File: config.mk
export PLATFORM = sky130hd
export DESIGN_NAME = axis_pkt_gen
export DESIGN_NICKNAME = d
export VERILOG_FILES = /design/src/rtl/axis_pkt_gen.sv
export SDC_FILE = /design/constraint.sdc
export NUM_CORES = 1
export LEC_CHECK = 0
export ABC_CLOCK_PERIOD_IN_PS = 7150
export CAP_MARGIN = 20
export CORE_MARGIN = 4
export CORE_UTILIZATION = 65
export CTS_CLUSTER_DIAMETER = 60
export DETAILED_ROUTE_END_ITERATION = 10
export DONT_BUFFER_PORTS = 1
export GPL_ROUTABILITY_DRIVEN = 0
export PLACE_DENSITY = 0.81
export SYNTH_ARGS = -nofsm -noshare
export SYNTH_HDL_FRONTEND = slang
export SYNTH_SLANG_ARGS = --single-unit
export TNS_END_PERCENT = 100
File: constraint.sdc
create_clock -name clk -period 7.15 [get_ports clk]
set_input_delay 1.0725 -clock clk [delete_from_list [all_inputs] [get_ports clk]]
set_output_delay 1.0725 -clock clk [all_outputs]
set_load 0.01 [all_outputs]
File: src/rtl/axis_pkt_gen.sv
// AXI-Stream packet burst generator: emits num_pkts packets of pkt_len beats
// with an incrementing data pattern starting at seed, optional inter-packet gap.
module axis_pkt_gen #(
  parameter int unsigned DW      = 8,
  parameter int unsigned LW      = 12,
  parameter int unsigned GAP_CYC = 2
) (
  input  logic          clk,
  input  logic          rst,
  input  logic          start,
  input  logic [LW-1:0] pkt_len,
  input  logic [7:0]    num_pkts,
  input  logic [DW-1:0] seed,
  output logic          busy,
  output logic          done,
  output logic [7:0]    pkt_cnt,
  output logic [DW-1:0] m_tdata,
  output logic          m_tvalid,
  output logic          m_tlast,
  input  logic          m_tready
);

  localparam int unsigned GW = (GAP_CYC > 1) ? $clog2(GAP_CYC) : 1;
  localparam logic [GW-1:0] GAP_LAST = GW'((GAP_CYC > 0) ? (GAP_CYC - 1) : 0);

  typedef enum logic [1:0] {
    IDLE = 2'd0,
    SEND = 2'd1,
    GAP  = 2'd2,
    FIN  = 2'd3
  } state_t;

  state_t        state;
  logic [LW-1:0] len_q;
  logic [7:0]    num_q;
  logic [LW-1:0] idx;
  logic [GW-1:0] gap_cnt;

  logic          hs;
  logic [LW-1:0] idx_nx;
  logic [LW-1:0] len_m1;
  logic [7:0]    cnt_nx;

  // Handshake and next-value helpers for the sequencer
  assign hs     = m_tvalid & m_tready;
  assign idx_nx = idx + LW'(1);
  assign len_m1 = len_q - LW'(1);
  assign cnt_nx = pkt_cnt + 8'd1;

  // Burst sequencer: state, beat index, gap counter and all registered outputs
  always_ff @(posedge clk) begin
    if (rst) begin
      state    <= IDLE;
      len_q    <= '0;
      num_q    <= '0;
      idx      <= '0;
      gap_cnt  <= '0;
      m_tvalid <= 1'b0;
      m_tlast  <= 1'b0;
      m_tdata  <= '0;
      busy     <= 1'b0;
      done     <= 1'b0;
      pkt_cnt  <= '0;
    end else begin
      done <= 1'b0;
      case (state)
        IDLE: begin
          if (start) begin
            pkt_cnt <= '0;
            if ((pkt_len != '0) && (num_pkts != '0)) begin
              len_q    <= pkt_len;
              num_q    <= num_pkts;
              idx      <= '0;
              gap_cnt  <= '0;
              m_tdata  <= seed;
              m_tvalid <= 1'b1;
              m_tlast  <= (pkt_len == LW'(1));
              busy     <= 1'b1;
              state    <= SEND;
            end else begin
              // Empty command completes immediately without touching the stream
              done  <= 1'b1;
              state <= FIN;
            end
          end
        end

        SEND: begin
          if (hs) begin
            m_tdata <= m_tdata + DW'(1);
            if (m_tlast) begin
              pkt_cnt <= cnt_nx;
              idx     <= '0;
              if (cnt_nx == num_q) begin
                m_tvalid <= 1'b0;
                m_tlast  <= 1'b0;
                busy     <= 1'b0;
                done     <= 1'b1;
                state    <= FIN;
              end else if (GAP_CYC == 0) begin
                m_tlast <= (len_q == LW'(1));
              end else begin
                m_tvalid <= 1'b0;
                m_tlast  <= 1'b0;
                gap_cnt  <= '0;
                state    <= GAP;
              end
            end else begin
              idx     <= idx_nx;
              m_tlast <= (idx_nx == len_m1);
            end
          end
        end

        GAP: begin
          if (gap_cnt == GAP_LAST) begin
            m_tvalid <= 1'b1;
            m_tlast  <= (len_q == LW'(1));
            state    <= SEND;
          end else begin
            gap_cnt <= gap_cnt + GW'(1);
          end
        end

        FIN: begin
          state <= IDLE;
        end

        default: begin
          state <= IDLE;
        end
      endcase
    end
  end

endmodule

==> run_results.csv <==
group,metric,value,unit
sta,finalMaxSlewViolations,0,
clocking,cts_setup_buffers,0,
detailed_routing,dr_total_vias,3081,
sta,tightestPinTransition,0.831,ns
clocking,cts_tree,"built",
synth,synth_ff_type,"dfxtp_1",
synth,synth.avg_cell_area,7.97,um2
global_routing,overflow,0,
sta,max_freq,317,MHz
die,std_cell_rows,26,
synth,synth_area,3400,um2
power_and_ir_drop,pwr-share-comb,49.0,%
sta,min_period,3.16,ns
detailed_routing,route.detailed.drc,0,
sta,rsz0062_at_grt,"false",
setup_path,worstSetupPathType,"reg -> reg",
setup_path,worstPathArrival,3.39,ns
detailed_routing,wl,7.79,mm
power_and_ir_drop,p_per_area,351,nW/um2
final_layout,antenna_cells,0,
sta,fin_tns_setup,0,ns
hold_path,hold_class,"reg -> reg",
sta,finalHoldViolations,0,
sta,timing.final.crit_share,44.1,%
final_layout,final_area,3520,um2
global_routing,use_met3,5.04,%
synth,syn_inst,426,
power_and_ir_drop,power.share.clock,14.4,%
power_and_ir_drop,power.total,1.24,mW
global_routing,use_met1,34.8,%
die,die_area,6440,um2
detailed_routing,drtIter0Drc,184,
synth,async_flop_share,0,%
synth,yosysWarningCount,0,
global_routing,grt_max_degree,53,
detailed_routing,via_per_inst,6.35,
sta,max_slew_margin,44.3,%
clocking,h-tree-depth,2,
synth,synth_edf_count,0,
synth,ys_seq_area_share,32.4,%
setup_path,cp.required,7.38,ns
sta,setup_violations,0,
final_layout,syn_to_final_growth,3.76,%
power_and_ir_drop,intPower,0.682,mW
clocking,cts.repair.resized,0,
clocking,cts_made_buffers,5,
die,core_area,5070,um2
placed_design,postPlaceCellArea,3430,um2
die,num_io_pins,52,
synth,synth_cell_types,50,
clocking,clockBufferDepth,2,
setup_path,worstSetupStartpointType,"register",
power_and_ir_drop,pwr-share-seq,36.6,%
run_status,outcome,"complete, no violations",
detailed_routing,routedWlPerCell,16.1,um
clocking,insertion_delay,0.31,ns
clocking,ctsHoldBuffers,0,
global_routing,grt_pass1_vias,2770,
power_and_ir_drop,netSwitchingFraction,44.9,%
global_routing,track_usage,25.0,%
global_routing,antenna_found_initial,0,
final_layout,stdcell_count,485,
final_layout,final_cell_mix,"56 x nor2_1, 55 x dfxtp_1, 35 x nand2_1, 32 x a21oi_1, 23 x mux2i_1",
synth,yosys-top-cells-area,"dfxtp_1 32%, mux2i_1 6.8%, nor2_1 6.2%, a21oi_1 4.7%, xnor2_1 4.1%",
final_layout,nNetsFinal,455,
final_layout,final_util,69.4,%
clocking,cts_root_buffer,"clkbuf_8",
placed_design,portBuffers,0,
placed_design,dp_hpwl,5.69,mm
sta,clock_skew,0.00492,ns
detailed_routing,antenna_left,0,
global_routing,grtUsageMet2,39.8,%
synth,synth_nets,467,
setup_path,endpoint_kind,"register",
final_layout,drive_gt1_share,4.10,%
final_layout,layout_commonest_cell,"nor2_1",
die,die_x,80.3,um
detailed_routing,first_pass_iters,4,
power_and_ir_drop,p_leak,1.38,nW
die,die_h,80.3,um
global_routing,busiest_layer,"met2",
clocking,clock-sinks,55,
power_and_ir_drop,ir_drop,210,uV
synth,synth_top_area_share,32.4,%
clocking,clk_pin_slew,0.10,ns
synth,ys_ff_latch,55,
synth,yosysTopAreaCell,"dfxtp_1",
placed_design,placed_cells,477,
global_routing,grt_pass1_wl,13.1,mm
setup_path,critPathMaxFanout,17,
die,initial_utilization,66.9,%
run,maxCapViolations,0,
power_and_ir_drop,p_switching,0.556,mW
## layout make-up
class	count	area, um2
Multi-Input combinational cell	339	2170
Clock inverter	3	22.5
Tap cell	70	87.6
Sequential cell	55	1100
Timing Repair Buffer	1	27.5
Fill cell	440	1550
Inverter	12	45.0
Clock buffer	5	68.8
## synthesized netlist by cell type (all sizes together), types with 3 or more instances
cell / n
a211oi: 5
a21boi: 3
a21oi: 32
a22o: 3
a31oi: 4
and2: 7
and3: 7
buf: 3
clkbuf: 17
dfxtp: 55
ha: 9
inv: 12
mux2i: 23
nand2: 35
nand3: 20
nand4: 8
nor2: 56
nor2b: 4
nor3: 12
nor4: 12
o21a: 4
o21ai: 22
o31ai: 4
or3: 5
or3b: 3
or4: 7
xnor2: 16
xnor3: 3
xor2: 11
## critical path: stages, from the launching register on
cell and delay, ns:
dfxtp_1 0.36, inv_1 0.10, ha_1 0.60, nor2b_1 0.52, nand3_1 0.17, or4_1 0.51
a2111oi_0 0.43, nand4_1 0.18, o31ai_1 0.21
## power groups by stage
stage | clock [mW] | sequential (mW) | combinational, mW
floorplan | 0 | 0.435 | 0.505
global placement | 0 | 0.457 | 0.576
detailed placement | 0 | 0.459 | 0.601
CTS | 0.183 | 0.452 | 0.604
global route | 0.191 | 0.462 | 0.685
finish | 0.178 | 0.453 | 0.607
## metrics by stage
| step | setup slack [ns] | hold WS (ns) |
|---|---|---|
| after global placement | 3.99 | 0.441 |
| after detailed placement | 4.17 | 0.459 |
| after floorplan | 4.50 | 0.432 |
| after CTS | 4.09 | 0.473 |
| final | 3.99 | 0.474 |
| after global routing | 3.81 | 0.498 |
## routing by layer
metal | vias up | wire length [um]
met5 | - | 0
met4 | 0 | 124
met3 | 13 | 490
met2 | 98 | 3600
met1 | 1463 | 3570
li1 | 1507 | -
## worst paths after layout
check                         from  slack, ns              endpoint  cells past startpoint
max          state[1]$_SDFFE_PP0P_       3.99  m_tlast$_SDFFE_PP0P_                      8
min           idx[11]$_SDFFE_PP0P_       0.47  idx[11]$_SDFFE_PP0P_                      2
max reg2reg  state[1]$_SDFFE_PP0P_       3.99  m_tlast$_SDFFE_PP0P_                      8
min reg2reg   idx[11]$_SDFFE_PP0P_       0.47  idx[11]$_SDFFE_PP0P_                      2
## flip-flops by register name, indices dropped and copies added (netlist names), 2 cells and up
name,flops
len_q,12
idx,12
pkt_cnt,8
num_q,8
m_tdata,8
state,2
## logic make-up after synthesis
logic type | after synthesis | synth area share (%)
flip-flops | 55 | 32.4
XOR/XNOR | 31 | 9.65
adder cells (fa/ha/maj) | 9 | 3.32
AND/OR/NAND/NOR | 184 | 27.2
AO/OA/AOI/OAI | 91 | 16.7
multiplexers | 24 | 7.11
buffers and inverters | 32 | 3.65
Power figures use the tool's default switching activity.
